$ cat config.mk
export PLATFORM = sky130hd
export DESIGN_NAME = zircon_led_pwm_logic
export DESIGN_NICKNAME = d
export VERILOG_FILES = /design/src/rtl/zircon_led_pwm_logic.sv
export SDC_FILE = /design/constraint.sdc
export NUM_CORES = 1
export LEC_CHECK = 0
export ABC_AREA = 0
export BUFFER_PORTS_ARGS = -buffer_cell sky130_fd_sc_hd__buf_2
export CELL_PAD_IN_SITES_DETAIL_PLACEMENT = 0
export CELL_PAD_IN_SITES_GLOBAL_PLACEMENT = 1
export CORE_AREA = 2 2 95 97
export CTS_CLUSTER_DIAMETER = 120
export DETAILED_ROUTE_END_ITERATION = 16
export DIE_AREA = 0 0 97 99
export GPL_TIMING_DRIVEN = 0
export PLACE_DENSITY_LB_ADDON = 0.08
export SYNTH_ARGS = -nofsm -noshare
export SYNTH_HDL_FRONTEND = slang
export SYNTH_SLANG_ARGS = --single-unit
$ cat constraint.sdc
create_clock -name csi_clk -period 2.15 [get_ports csi_clk]
set_clock_uncertainty 0.15 [all_clocks]
set_input_delay 0 -clock csi_clk [delete_from_list [all_inputs] [get_ports csi_clk]]
set_output_delay 0 -clock csi_clk [all_outputs]
set_load 0.01 [all_outputs]
$ cat src/rtl/zircon_led_pwm_logic.sv
// LED output driver: shadowed configuration applied at PWM period boundaries,
// with static, PWM, blink and breathe modes per enabled channel.
module zircon_led_pwm_logic #(
  parameter int LED_NUM       = 8,
  parameter int PWM_BITS      = 8,
  parameter int PRESC         = 16,
  parameter int BLINK_PERIODS = 64,
  parameter bit ACTIVE_LOW    = 1'b1
) (
  input  logic                csi_clk,
  input  logic                rsi_reset_n,
  input  logic [LED_NUM-1:0]  led_data,
  input  logic [PWM_BITS-1:0] led_duty,
  input  logic [1:0]          led_mode,
  input  logic                led_control,
  output logic                led_pending,
  output logic                led_period,
  output logic [LED_NUM-1:0]  coe_led
);

  localparam int PRE_W = (PRESC > 1) ? $clog2(PRESC) : 1;
  localparam int BLK_W = (BLINK_PERIODS > 1) ? $clog2(BLINK_PERIODS) : 1;
  localparam logic [PRE_W-1:0]    PRE_LAST = PRE_W'(PRESC - 1);
  localparam logic [BLK_W-1:0]    BLK_LAST = BLK_W'(BLINK_PERIODS - 1);
  localparam logic [PWM_BITS-1:0] MAX      = {PWM_BITS{1'b1}};
  localparam logic [PWM_BITS-1:0] MAX_M1   = MAX - 1'b1;
  localparam logic [PWM_BITS-1:0] ONE      = PWM_BITS'(1);
  localparam logic [LED_NUM-1:0]  OFF_LVL  = {LED_NUM{ACTIVE_LOW}};

  localparam logic [1:0] MODE_STATIC  = 2'b00;
  localparam logic [1:0] MODE_PWM     = 2'b01;
  localparam logic [1:0] MODE_BLINK   = 2'b10;
  localparam logic [1:0] MODE_BREATHE = 2'b11;

  logic [PRE_W-1:0]    pre_cnt_q, pre_cnt_d;
  logic [PWM_BITS-1:0] pwm_cnt_q, pwm_cnt_d;
  logic [BLK_W-1:0]    blink_cnt_q, blink_cnt_d;
  logic                blink_phase_q, blink_phase_d;
  logic [PWM_BITS-1:0] breath_duty_q, breath_duty_d;
  logic                breath_up_q, breath_up_d;

  logic [LED_NUM-1:0]  sh_data_q, sh_data_d;
  logic [PWM_BITS-1:0] sh_duty_q, sh_duty_d;
  logic [1:0]          sh_mode_q, sh_mode_d;
  logic [LED_NUM-1:0]  act_data_q, act_data_d;
  logic [PWM_BITS-1:0] act_duty_q, act_duty_d;
  logic [1:0]          act_mode_q, act_mode_d;

  logic                pending_q, pending_d;
  logic                period_q, period_d;
  logic [LED_NUM-1:0]  led_q, led_d;

  logic tick;
  logic period_end;
  logic apply;

  function automatic logic [LED_NUM-1:0] led_on(
    input logic [1:0]          mode,
    input logic [LED_NUM-1:0]  data,
    input logic [PWM_BITS-1:0] cnt,
    input logic [PWM_BITS-1:0] duty,
    input logic [PWM_BITS-1:0] bduty,
    input logic                phase
  );
    case (mode)
      MODE_STATIC: led_on = data;
      MODE_PWM:    led_on = (cnt < duty) ? data : '0;
      MODE_BLINK:  led_on = phase ? data : '0;
      default:     led_on = (cnt < bduty) ? data : '0;
    endcase
  endfunction

  always_comb begin
    tick       = (pre_cnt_q == PRE_LAST);
    period_end = tick && (pwm_cnt_q == MAX_M1);
    apply      = period_end && pending_q;

    pre_cnt_d = tick ? '0 : pre_cnt_q + 1'b1;

    pwm_cnt_d = pwm_cnt_q;
    if (tick) begin
      pwm_cnt_d = (pwm_cnt_q == MAX_M1) ? '0 : pwm_cnt_q + 1'b1;
    end

    blink_cnt_d   = blink_cnt_q;
    blink_phase_d = blink_phase_q;
    if (period_end) begin
      if (blink_cnt_q == BLK_LAST) begin
        blink_cnt_d   = '0;
        blink_phase_d = ~blink_phase_q;
      end else begin
        blink_cnt_d = blink_cnt_q + 1'b1;
      end
    end

    // A write in the same cycle as an apply lands in the shadow after the
    // old shadow has moved to active, so it stays pending.
    sh_data_d = sh_data_q;
    sh_duty_d = sh_duty_q;
    sh_mode_d = sh_mode_q;
    if (led_control) begin
      sh_data_d = led_data;
      sh_duty_d = led_duty;
      sh_mode_d = led_mode;
    end

    act_data_d = act_data_q;
    act_duty_d = act_duty_q;
    act_mode_d = act_mode_q;
    if (apply) begin
      act_data_d = sh_data_q;
      act_duty_d = sh_duty_q;
      act_mode_d = sh_mode_q;
    end

    pending_d = led_control ? 1'b1 : (apply ? 1'b0 : pending_q);
    period_d  = period_end;

    // Triangle wave: endpoints are each held for exactly one period.
    breath_duty_d = breath_duty_q;
    breath_up_d   = breath_up_q;
    if (apply && (sh_mode_q == MODE_BREATHE) && (act_mode_q != MODE_BREATHE)) begin
      breath_duty_d = '0;
      breath_up_d   = 1'b1;
    end else if (period_end && (act_mode_q == MODE_BREATHE)) begin
      if (breath_up_q) begin
        breath_duty_d = breath_duty_q + 1'b1;
        if (breath_duty_q == MAX_M1) breath_up_d = 1'b0;
      end else begin
        breath_duty_d = breath_duty_q - 1'b1;
        if (breath_duty_q == ONE) breath_up_d = 1'b1;
      end
    end

    led_d = led_on(act_mode_q, act_data_q, pwm_cnt_q, act_duty_q,
                   breath_duty_q, blink_phase_q) ^ OFF_LVL;
  end

  always_ff @(posedge csi_clk) begin
    if (!rsi_reset_n) begin
      pre_cnt_q     <= '0;
      pwm_cnt_q     <= '0;
      blink_cnt_q   <= '0;
      blink_phase_q <= 1'b0;
      breath_duty_q <= '0;
      breath_up_q   <= 1'b1;
      sh_data_q     <= '0;
      sh_duty_q     <= '0;
      sh_mode_q     <= MODE_STATIC;
      act_data_q    <= '0;
      act_duty_q    <= '0;
      act_mode_q    <= MODE_STATIC;
      pending_q     <= 1'b0;
      period_q      <= 1'b0;
      led_q         <= OFF_LVL;
    end else begin
      pre_cnt_q     <= pre_cnt_d;
      pwm_cnt_q     <= pwm_cnt_d;
      blink_cnt_q   <= blink_cnt_d;
      blink_phase_q <= blink_phase_d;
      breath_duty_q <= breath_duty_d;
      breath_up_q   <= breath_up_d;
      sh_data_q     <= sh_data_d;
      sh_duty_q     <= sh_duty_d;
      sh_mode_q     <= sh_mode_d;
      act_data_q    <= act_data_d;
      act_duty_q    <= act_duty_d;
      act_mode_q    <= act_mode_d;
      pending_q     <= pending_d;
      period_q      <= period_d;
      led_q         <= led_d;
    end
  end

  assign led_pending = pending_q;
  assign led_period  = period_q;
  assign coe_led     = led_q;

endmodule

==> results of run 1 <==
-- path summary, 6_finish.rpt --
kind | startpoint | endpoint | depth (start not counted)
setup / recovery | pwm_cnt_q[0] | breath_duty_q[2] | 7
hold / removal | rsi_reset_n | breath_duty_q[2] | 4
setup reg to reg | pwm_cnt_q[0] | breath_duty_q[2] | 7
hold reg to reg | act_data_q[0] | coe_led[0] | 1
-- what timing repair did --
action	in CTS	in global routing
pin swaps	2	3
resized for setup	16	21
endpoints found under the hold margin	18	0
setup endpoints to repair	35	26
setup buffers	2	3
hold buffers	18	0
-- where the power goes --
part	internal (mW)	switching (mW)
clock	0.558	0.566
combinational	0.0819	0.0611
sequential	1.39	0.0200
total	2.03	0.647
-- kinds of logic after synthesis --
kind of cell / after synthesis / synth area share [%]
flip-flops: 74 / 43.6
multiplexers: 19 / 5.59
adder cells (fa/ha/maj): 22 / 8.10
XOR/XNOR: 15 / 3.86
buffers and inverters: 33 / 3.83
AND/OR/NAND/NOR: 154 / 23.0
AO/OA/AOI/OAI: 59 / 12.0
-- routing by layer --
| metal | GRT usage (%) | vias up | part of all wire [%] |
|---|---|---|---|
| li1 | - | 1422 | - |
| met1 | 21.3 | 1216 | 52 |
| met2 | 25.5 | 41 | 44 |
| met3 | 3.76 | 7 | 3.1 |
| met4 | 5.53 | 0 | 1.3 |
| met5 | 0 | - | 0 |
-- per-stage QoR --
stage	utilization, %	std cells	worst slack (ps)
2_1_floorplan	-	376	82.4
3_3_place_gp	43.0	512	-330
3_5_place_dp	43.0	512	-346
4_1_cts	48.4	548	6.45
5_1_grt	49.3	549	-9.92
6_report	49.3	549	71.8
-- sequential cells by signal, summed over array words and instances, names as in the netlist --
signal	flops
led_period	1
sh_data_q	8
coe_led	8
led_pending	1
breath_up_q	1
blink_phase_q	1
act_data_q	8
pwm_cnt_q	8
breath_duty_q	8
act_duty_q	8
act_mode_q	2
blink_cnt_q	6
sh_duty_q	8
sh_mode_q	2
pre_cnt_q	4
-- worst max-delay path, stage by stage, from the launching register on --
cell,delay [ps]
sky130_fd_sc_hd__dfxtp_4,370
sky130_fd_sc_hd__inv_1,70
sky130_fd_sc_hd__ha_2,190
sky130_fd_sc_hd__nand3_4,110
sky130_fd_sc_hd__or4_4,500
sky130_fd_sc_hd__buf_6,160
sky130_fd_sc_hd__or3_1,360
sky130_fd_sc_hd__a21oi_2,110
-- placed cells by master, fill, tap and decap left out, types with 4 or more instances in the layout --
master,n
sky130_fd_sc_hd__ha_1,19
sky130_fd_sc_hd__a21boi_0,20
sky130_fd_sc_hd__nand4_1,9
sky130_fd_sc_hd__inv_1,16
sky130_fd_sc_hd__or3_1,5
sky130_fd_sc_hd__nor2b_1,20
sky130_fd_sc_hd__and3_1,5
sky130_fd_sc_hd__and2_1,6
sky130_fd_sc_hd__nand2_1,60
sky130_fd_sc_hd__nand3_1,14
sky130_fd_sc_hd__xor2_1,5
sky130_fd_sc_hd__dfxtp_1,64
sky130_fd_sc_hd__buf_2,31
sky130_fd_sc_hd__o21ai_0,8
sky130_fd_sc_hd__dlygate4sd3_1,18
sky130_fd_sc_hd__clkbuf_1,9
sky130_fd_sc_hd__dfxtp_4,5
sky130_fd_sc_hd__dfxtp_2,5
sky130_fd_sc_hd__xnor2_1,10
sky130_fd_sc_hd__nor2_1,18
sky130_fd_sc_hd__buf_4,4
sky130_fd_sc_hd__clkbuf_8,9
sky130_fd_sc_hd__a21oi_1,10
sky130_fd_sc_hd__mux2i_1,19
-- area by class of cell --
cell class	instances	area [sq um]
buffer	13	60.1
clock buffer	9	124
clock inverter	7	83.8
fill	838	4330
inverter	18	67.6
multi-input combinational	269	1870
sequential	74	1510
tap	108	135
timing repair buffer	51	370
==> results.py, run 1 <==
metrics = {
    "outcome": {
        "status": "finished clean",
    },
    "min_path": {
        "hold_path_class": "in -> reg",
    },
    "sta": {
        "hold_viol": 0,
        "rsz_0062_raised_after_global_routing": "true",
        "max_freq_mhz": 481,
        "finalCritPeriodShare_pct": 96.7,
        "timing.hold.ws_ps": 76.4,
        "min_period_ps": 2080,
        "maxSlewHeadroom_pct": 53.3,
        "setup_viol_count_final": 0,
        "setup_tns_ps": 0,
        "finalMaxSlewViolations": 0,
        "tightest_slew_ps": 701,
    },
    "route": {
        "ant_nets": 0,
        "drc_errors": 0,
        "drt-pass1-iter-count": 4,
        "detail_route.wl_per_cell_um": 13.0,
        "detail_route.wirelength_mm": 7.14,
        "first_iter_violations": 76,
        "vias": 2686,
        "avgViaCountPerCell": 4.89,
    },
    "synthesis": {
        "yosys.cell_count.top_type": "sky130_fd_sc_hd__dfxtp_1",
        "most_common_flop_cell_mapped_by_yosys": "sky130_fd_sc_hd__dfxtp_1",
        "synth-edff-count": 0,
        "synthesis.area_sq_um": 3400,
        "synth.lib_cells_used.distinct": 44,
        "synth_warnings": 0,
        "synth.cells.most_frequent": "sky130_fd_sc_hd__dfxtp_1, sky130_fd_sc_hd__nand2_1, sky130_fd_sc_hd__ha_1, sky130_fd_sc_hd__a21boi_0, sky130_fd_sc_hd__nor2b_1",
        "synth_seq_cells": 74,
        "ys_top_cells_by_area": "sky130_fd_sc_hd__dfxtp_1, sky130_fd_sc_hd__ha_1, sky130_fd_sc_hd__nand2_1",
        "synth-async-reset-ratio_pct": 0,
        "synth.net_count": 419,
        "synth.avg_cell_area_sq_um": 9.04,
        "synth.top_cell.area_share_pct": 43.6,
        "syn-instance-count": 376,
        "sequential_cell_area_fraction_in_the_yosys_report_pct": 43.6,
        "synth_top_cell_by_area": "sky130_fd_sc_hd__dfxtp_1",
    },
    "global_routing": {
        "gr_ovfl_total": 0,
        "maximum_number_of_pins_on_one_net_before_global_route_repair": 16,
        "track_usage_pct": 16.0,
        "first_global_vias": 2599,
        "grt_pass1_wl_mm": 12.4,
        "antenna_found_initial": 0,
    },
    "clocking": {
        "number_of_buffers_created_by_cts": 9,
        "cts-root-buf": "sky130_fd_sc_hd__clkbuf_8",
        "htreeDepth": 3,
        "cts_buffer_depth": 2,
        "tritoncts_num_sinks": 74,
        "worst_skew_pair.late_latency_ps": 350,
        "clk_pin_slew_ps": 90,
        "tritoncts": "built",
    },
    "finish": {
        "area_growth_syn_to_layout_pct": 24.0,
        "drive_above_1_share_pct": 18.8,
        "antenna-diode-count": 0,
        "final_nets": 479,
        "design_area_sq_um": 4220,
    },
    "pwr": {
        "total_leakage_power_nw": 1.61,
        "power_density_nw_per_um2": 635,
        "power_mw": 2.68,
        "max-vdd-ir-drop_uv": 338,
    },
    "floorplanning": {
        "top_level_ports": 31,
        "fp.dieW_um": 97,
        "placement_rows": 34,
        "core_region_area_sq_um": 8550,
        "die_h_um": 99,
        "die_outline_area_sq_um": 9600,
        "initial_core_util_pct": 39.8,
    },
    "setup_path": {
        "critical_path.endpoint_type": "flop",
        "cp_data_arrival_time_ps": 2220,
        "timing.critical_path.fanout_max": 8,
        "cp_data_required_time_ps": 2290,
        "setup.worst_path.start_class": "flop",
        "critical_path_class": "reg -> reg",
        "setup.reg_to_reg.worst_slack_ps": 70,
    },
    "placed_design": {
        "io_buffers": 28,
        "place_area_sq_um": 3670,
        "dp.final_hpwl_mm": 5.04,
        "place.gp.congestion": 0.754,
    },
    "job": {
        "timing.max_cap.violations": 0,
    },
}
(Power assumes the default switching activity.)
==> inputs of run 2 (changes only) <==
Settings changed: CORE_AREA 2 2 95 97 to 2 2 90 92, DIE_AREA 0 0 97 99 to 0 0 92 94.
Clock period 2.15 ns to 2.1 ns, I/O delays scaled along.
==> run 2 against run 1 <==
Compared with the run above: fmax grew 1.6%; hold slack got worse by 2.1 ps; sequential power hardly changed; first-iteration DRC count is 13% lower; sequential share of layout area shrank 0.49 points; via count grew 0.89%; highest routed layer unchanged.
==> results.py, run 2 (synthesis gave the netlist of run 1 again) <==
metrics = {
    "outcome": {
        "status": "finished clean",
    },
    "route": {
        "ant_nets": 0,
        "drt-pass1-iter-count": 4,
        "detail_route.wl_per_cell_um": 13.3,
        "avgViaCountPerCell": 4.91,
        "detail_route.wirelength_mm": 7.33,
        "first_iter_violations": 66,
        "vias": 2710,
        "drc_errors": 0,
    },
    "global_routing": {
        "gr_ovfl_total": 0,
        "first_global_vias": 2664,
        "antenna_found_initial": 0,
        "grt_pass1_wl_mm": 12.4,
        "maximum_number_of_pins_on_one_net_before_global_route_repair": 16,
        "track_usage_pct": 18.0,
    },
    "floorplanning": {
        "die_outline_area_sq_um": 8650,
        "top_level_ports": 31,
        "initial_core_util_pct": 44.7,
        "fp.dieW_um": 92,
        "placement_rows": 32,
        "die_h_um": 94,
        "core_region_area_sq_um": 7610,
    },
    "sta": {
        "finalCritPeriodShare_pct": 97.4,
        "maxSlewHeadroom_pct": 54.6,
        "max_freq_mhz": 489,
        "min_period_ps": 2040,
        "tightest_slew_ps": 680,
        "hold_viol": 0,
        "setup_viol_count_final": 0,
        "final_critical_path_setup_slack_ps": 55.2,
        "finalMaxSlewViolations": 0,
    },
    "finish": {
        "drive_above_1_share_pct": 21.6,
        "most-common-layout-cells": "sky130_fd_sc_hd__dfxtp_1, sky130_fd_sc_hd__nand2_1, sky130_fd_sc_hd__buf_2",
        "layout.cells.most_common": "sky130_fd_sc_hd__dfxtp_1",
        "antenna-diode-count": 0,
        "design_area_sq_um": 4290,
        "final_nets": 488,
        "filler_cell_count": 745,
        "area_growth_syn_to_layout_pct": 26.3,
    },
    "min_path": {
        "worst_hold_startpoint": "rsi_reset_n",
        "hold_path_class": "in -> reg",
    },
    "setup_path": {
        "critical_path_class": "reg -> reg",
        "setup.worst_path.start_class": "flop",
        "critical_path.endpoint_type": "flop",
        "cp_data_arrival_time_ps": 2190,
        "timing.critical_path.fanout_max": 8,
        "timing.critical_path.from": "pwm_cnt_q[0]",
        "cp_data_required_time_ps": 2240,
        "r2r_start": "pwm_cnt_q[0]",
    },
    "clocking": {
        "htreeDepth": 3,
        "tritoncts_num_sinks": 74,
        "number_of_buffers_created_by_cts": 9,
        "cts-root-buf": "sky130_fd_sc_hd__clkbuf_8",
        "worst_skew_pair.late_latency_ps": 350,
        "clk_pin_slew_ps": 90,
        "tritoncts": "built",
        "cts_buffer_depth": 2,
    },
    "placed_design": {
        "dp.final_hpwl_mm": 5.01,
        "place_area_sq_um": 3670,
        "post-place-ws_ps": -357,
        "place.gp.congestion": 0.763,
        "io_buffers": 28,
    },
    "pwr": {
        "total_leakage_power_nw": 1.68,
        "power_mw": 2.62,
        "p_sw_share_pct": 25.6,
        "cell_internal_pwr_mw": 1.95,
        "power_density_nw_per_um2": 611,
        "p_seq_share_pct": 55.0,
        "power.share.combinational_pct": 5.6,
        "clkPwrFrac_pct": 39.5,
        "net_load_switching_power_mw": 0.672,
        "max-vdd-ir-drop_uv": 310,
    },
    "job": {
        "timing.max_cap.violations": 0,
    },
}
==> run 2: path summary, 6_finish.rpt <==
path | endpoint | slack, ps | depth (start not counted)
worst max register to register | breath_duty_q[2] | 60 | 7
worst min register to register | coe_led[7] | 250 | 1
worst min-delay path | breath_duty_q[1] | 70 | 4
worst max-delay path | breath_duty_q[2] | 60 | 7
==> run 2: power groups by stage <==
stage	Clock [mW]	Combinational (mW)	Sequential (mW)
final	1.04	0.146	1.44
after global routing	1.12	0.164	1.45
after floorplan	0	0.0754	1.48
after global placement	0	0.110	1.48
after CTS	1.07	0.147	1.45
after detailed placement	0	0.112	1.48
==> run 2: per-stage QoR <==
step | setup TNS [ps] | hold WS, ps | cells | util, %
CTS | 0 | 40.9 | 543 | 54.4
detailed placement | -7150 | 113 | 506 | 48.2
global route | -16.2 | 85.8 | 552 | 56.4
finish | 0 | 74.2 | 552 | 56.4
floorplan | 0 | 19.4 | 376 | -
global placement | -6760 | 104 | 506 | 48.2
==> run 2: repair_timing <==
item | 4_1_cts | 5_1_grt
buffers inserted | 4 | 10
pin swaps | 3 | 6
setup endpoints to repair | 42 | 36
gates resized for setup | 23 | 24
cloned | 0 | 0
hold endpoints to repair | 18 | 0
hold buffers | 18 | 0
==> run 2: area by class of cell <==
class	instances	area [sq um]	area share [%]
plain buffers	13	65.1	1.52
well taps	102	128	2.97
multi-input cells	269	1900	44.2
flip-flops and latches	74	1510	35.2
clock buffers	9	124	2.89
repair buffers	60	438	10.2
inverters	18	70.1	1.63
clock inverters	7	58.8	1.37
==> run 2: critical path, cell delays in order (launching register included) <==
cell and delay [ps]:
sky130_fd_sc_hd__dfxtp_4 370, sky130_fd_sc_hd__inv_4 60, sky130_fd_sc_hd__ha_4 130, sky130_fd_sc_hd__nand3_4 90
sky130_fd_sc_hd__or4_4 550, sky130_fd_sc_hd__buf_6 150, sky130_fd_sc_hd__or3_4 360, sky130_fd_sc_hd__a21oi_2 120
==> run 2: layer usage <==
layer  global-route usage, %  share of wire (%)
met1                    24.5                 50
met2                    29.2                 46
met3                    3.85                3.1
met4                    4.85               0.96
met5                       0                  0
==> inputs of run 3 (changes only) <==
Settings changed: ABC_AREA 0 to 1, CORE_AREA 2 2 90 92 to 2 2 95 97, DIE_AREA 0 0 92 94 to 0 0 97 99.
==> run 3 against run 2 <==
Compared with the run above: final cell count rose by 18%; sequential cell count did not move; register-to-register slack improved by 160 ps.
==> results.py, run 3 <==
metrics = {
    "outcome": {
        "status": "finished clean",
    },
    "route": {
        "drc_errors": 0,
        "avgViaCountPerCell": 4.64,
        "vias": 3016,
        "detail_route.wirelength_mm": 7.72,
        "detail_route.wl_per_cell_um": 11.9,
        "ant_nets": 0,
        "first_iter_violations": 70,
        "drt-pass1-iter-count": 4,
    },
    "floorplanning": {
        "placement_rows": 34,
        "die_h_um": 99,
        "die_outline_area_sq_um": 9600,
        "top_level_ports": 31,
        "fp.dieW_um": 97,
        "initial_core_util_pct": 40.5,
        "core_region_area_sq_um": 8550,
    },
    "setup_path": {
        "setup.worst_path.start_class": "flop",
        "timing.critical_path.from": "pre_cnt_q[0]",
        "crit_top_cell": "sky130_fd_sc_hd__nand3_4",
        "r2r_start": "pre_cnt_q[0]",
        "critical_path_class": "reg -> reg",
        "timing.critical_path.slowest_stage_cell": "sky130_fd_sc_hd__dfxtp_1",
        "critical_path.endpoint_type": "flop",
        "cp.buffers_inverters": 1,
        "path_delay_family": "simple AND/OR/NAND/NOR gates",
        "timing.critical_path.fanout_max": 10,
        "cp_data_required_time_ps": 2200,
        "worst_path_largest_cell_delay_ps": 360,
        "cp_data_arrival_time_ps": 1990,
        "worstPathCellList": "ha_1, nand3_4, inv_2, nand3_4, nor2_4, nand4_1, nand2_4, nor2_1",
    },
    "synthesis": {
        "synth_fa_ha_area_share_pct": 7.96,
        "synth_xor_area_share_pct": 2.75,
        "synthesis.area_sq_um": 3460,
        "synth_top_cell_by_area": "sky130_fd_sc_hd__dfxtp_1",
        "synth.top_cell.area_share_pct": 42.8,
        "synth_seq_cells": 74,
        "synth.cells.most_frequent": "sky130_fd_sc_hd__nand2_1, sky130_fd_sc_hd__dfxtp_1, sky130_fd_sc_hd__nor2_1, sky130_fd_sc_hd__inv_1, sky130_fd_sc_hd__a21oi_1",
        "synth-async-reset-ratio_pct": 0,
        "synth-edff-count": 0,
        "syn-instance-count": 458,
        "sequential_cell_area_fraction_in_the_yosys_report_pct": 42.8,
        "largest_family_of_logic_cells_by_synthesized_area": "simple AND/OR/NAND/NOR gates",
        "synth.avg_cell_area_sq_um": 7.55,
        "yosys.cell_count.top_type": "sky130_fd_sc_hd__nand2_1",
        "synth.net_count": 501,
        "muxShareOfSynthArea_pct": 0,
        "synth.lib_cells_used.distinct": 31,
        "most_common_flop_cell_mapped_by_yosys": "sky130_fd_sc_hd__dfxtp_1",
        "ys_top_cells_by_area": "sky130_fd_sc_hd__dfxtp_1, sky130_fd_sc_hd__nand2_1, sky130_fd_sc_hd__ha_1",
        "synth-compound-area-share_pct": 13.0,
        "synth_warnings": 0,
        "yosys.area_share.simple_pct": 25.2,
    },
    "sta": {
        "maxSlewHeadroom_pct": 62.8,
        "max_freq_mhz": 529,
        "min_period_ps": 1890,
        "final_critical_path_setup_slack_ps": 210,
        "hold_viol": 0,
        "rsz_0062_raised_after_global_routing": "false",
        "finalCritPeriodShare_pct": 90.0,
        "tightest_slew_ps": 557,
        "timing.hold.ws_ps": 153,
        "finalMaxSlewViolations": 0,
        "setup_tns_ps": 0,
        "setup_viol_count_final": 0,
    },
    "pwr": {
        "total_leakage_power_nw": 1.83,
        "power_mw": 2.72,
        "max-vdd-ir-drop_uv": 418,
        "power_density_nw_per_um2": 626,
    },
    "global_routing": {
        "track_usage_pct": 16.9,
        "grt_pass1_wl_mm": 13.1,
        "gr_ovfl_total": 0,
        "maximum_number_of_pins_on_one_net_before_global_route_repair": 14,
        "first_global_vias": 2763,
        "antenna_found_initial": 0,
    },
    "finish": {
        "antenna-diode-count": 0,
        "most-common-layout-cells": "sky130_fd_sc_hd__nand2_1, sky130_fd_sc_hd__nor2_1, sky130_fd_sc_hd__dfxtp_1",
        "filler_cell_count": 861,
        "area_growth_syn_to_layout_pct": 25.6,
        "layout.cells.most_common": "sky130_fd_sc_hd__nand2_1",
        "final_nets": 580,
        "drive_above_1_share_pct": 12.9,
        "final-instance-count-excl-fill": 650,
        "finish.utilization_pct": 50.8,
        "design_area_sq_um": 4350,
    },
    "placed_design": {
        "dp.final_hpwl_mm": 5.46,
        "place_area_sq_um": 3740,
        "post-place-cells": 595,
        "place.gp.congestion": 0.825,
        "post-place-ws_ps": 28.5,
        "io_buffers": 29,
    },
    "min_path": {
        "hold_path_class": "in -> reg",
        "worst_hold_startpoint": "led_control",
    },
    "clocking": {
        "clk_pin_slew_ps": 80,
        "htreeDepth": 3,
        "cts-root-buf": "sky130_fd_sc_hd__clkbuf_8",
        "number_of_buffers_created_by_cts": 9,
        "tritoncts": "built",
        "worst_skew_pair.late_latency_ps": 350,
        "tritoncts_num_sinks": 74,
        "cts_buffer_depth": 2,
    },
    "job": {
        "timing.max_cap.violations": 0,
    },
}
-- run 3: changes by cell type in the layout (fill, tap and decap cells not counted), moves of 12 or more --
cell	previous run	this run
sky130_fd_sc_hd__a21oi_1	10	39
sky130_fd_sc_hd__nor2_1	18	73
sky130_fd_sc_hd__inv_1	16	49
sky130_fd_sc_hd__buf_4	14	2
sky130_fd_sc_hd__nand2_1	60	84
sky130_fd_sc_hd__o21ai_1	0	12
sky130_fd_sc_hd__dlygate4sd3_1	18	36
sky130_fd_sc_hd__mux2i_1	19	0
sky130_fd_sc_hd__o21ai_0	8	29
sky130_fd_sc_hd__a21boi_0	20	0
sky130_fd_sc_hd__nor2b_1	20	0
-- run 3: worst min-delay path: stages --
cell,delay [ps]
sky130_fd_sc_hd__buf_2,160
sky130_fd_sc_hd__clkbuf_1,220
sky130_fd_sc_hd__o21ai_0,200
sky130_fd_sc_hd__nor2_1,40
-- run 3: path summary, 6_finish.rpt --
check | depth (start not counted) | endpoint | slack, ps
hold / removal | 4 | sh_data_q[1] | 150
setup reg to reg | 8 | breath_duty_q[5] | 210
hold reg to reg | 1 | pre_cnt_q[0] | 300
setup / recovery | 8 | breath_duty_q[5] | 210
-- run 3: cells by family after synthesis --
kind of cell	count (synthesis)
AND/OR/NAND/NOR	198
AO/OA/AOI/OAI	87
flip-flops	74
buffers and inverters	67
adder cells (fa/ha/maj)	22
XOR/XNOR	10
-- run 3: metal layers --
layer  share of wire, %  vias to the layer above  global-route usage, %
li1                   -                     1637                      -
met1                 51                     1340                   22.1
met2                 45                       30                   27.2
met3                2.2                        9                   3.69
met4                1.7                        0                   7.15
met5                  0                        -                      0
-- run 3: repair_timing --
action | CTS | global route
hold buffers | 36 | 0
resized for setup | 0 | 5
endpoints found under the setup margin | 0 | 19
setup buffers | 0 | 3
endpoints found under the hold margin | 26 | 0
-- run 3: power breakdown --
group	internal [mW]	switching (mW)	leakage, nW
clock	0.551	0.552	0.0966
combinational	0.0884	0.0780	1.13
sequential	1.43	0.0176	0.602
total	2.07	0.648	1.83
-- run 3: cell type report --
type	instances	area [sq um]	area share, %
Sequential cell	74	1480	34.1
Clock buffer	10	128	2.94
Buffer	13	82.6	1.90
Tap cell	108	135	3.11
Clock inverter	6	65.1	1.50
Timing Repair Buffer	68	541	12.4
Inverter	54	203	4.66
Multi-Input combinational cell	317	1710	39.3
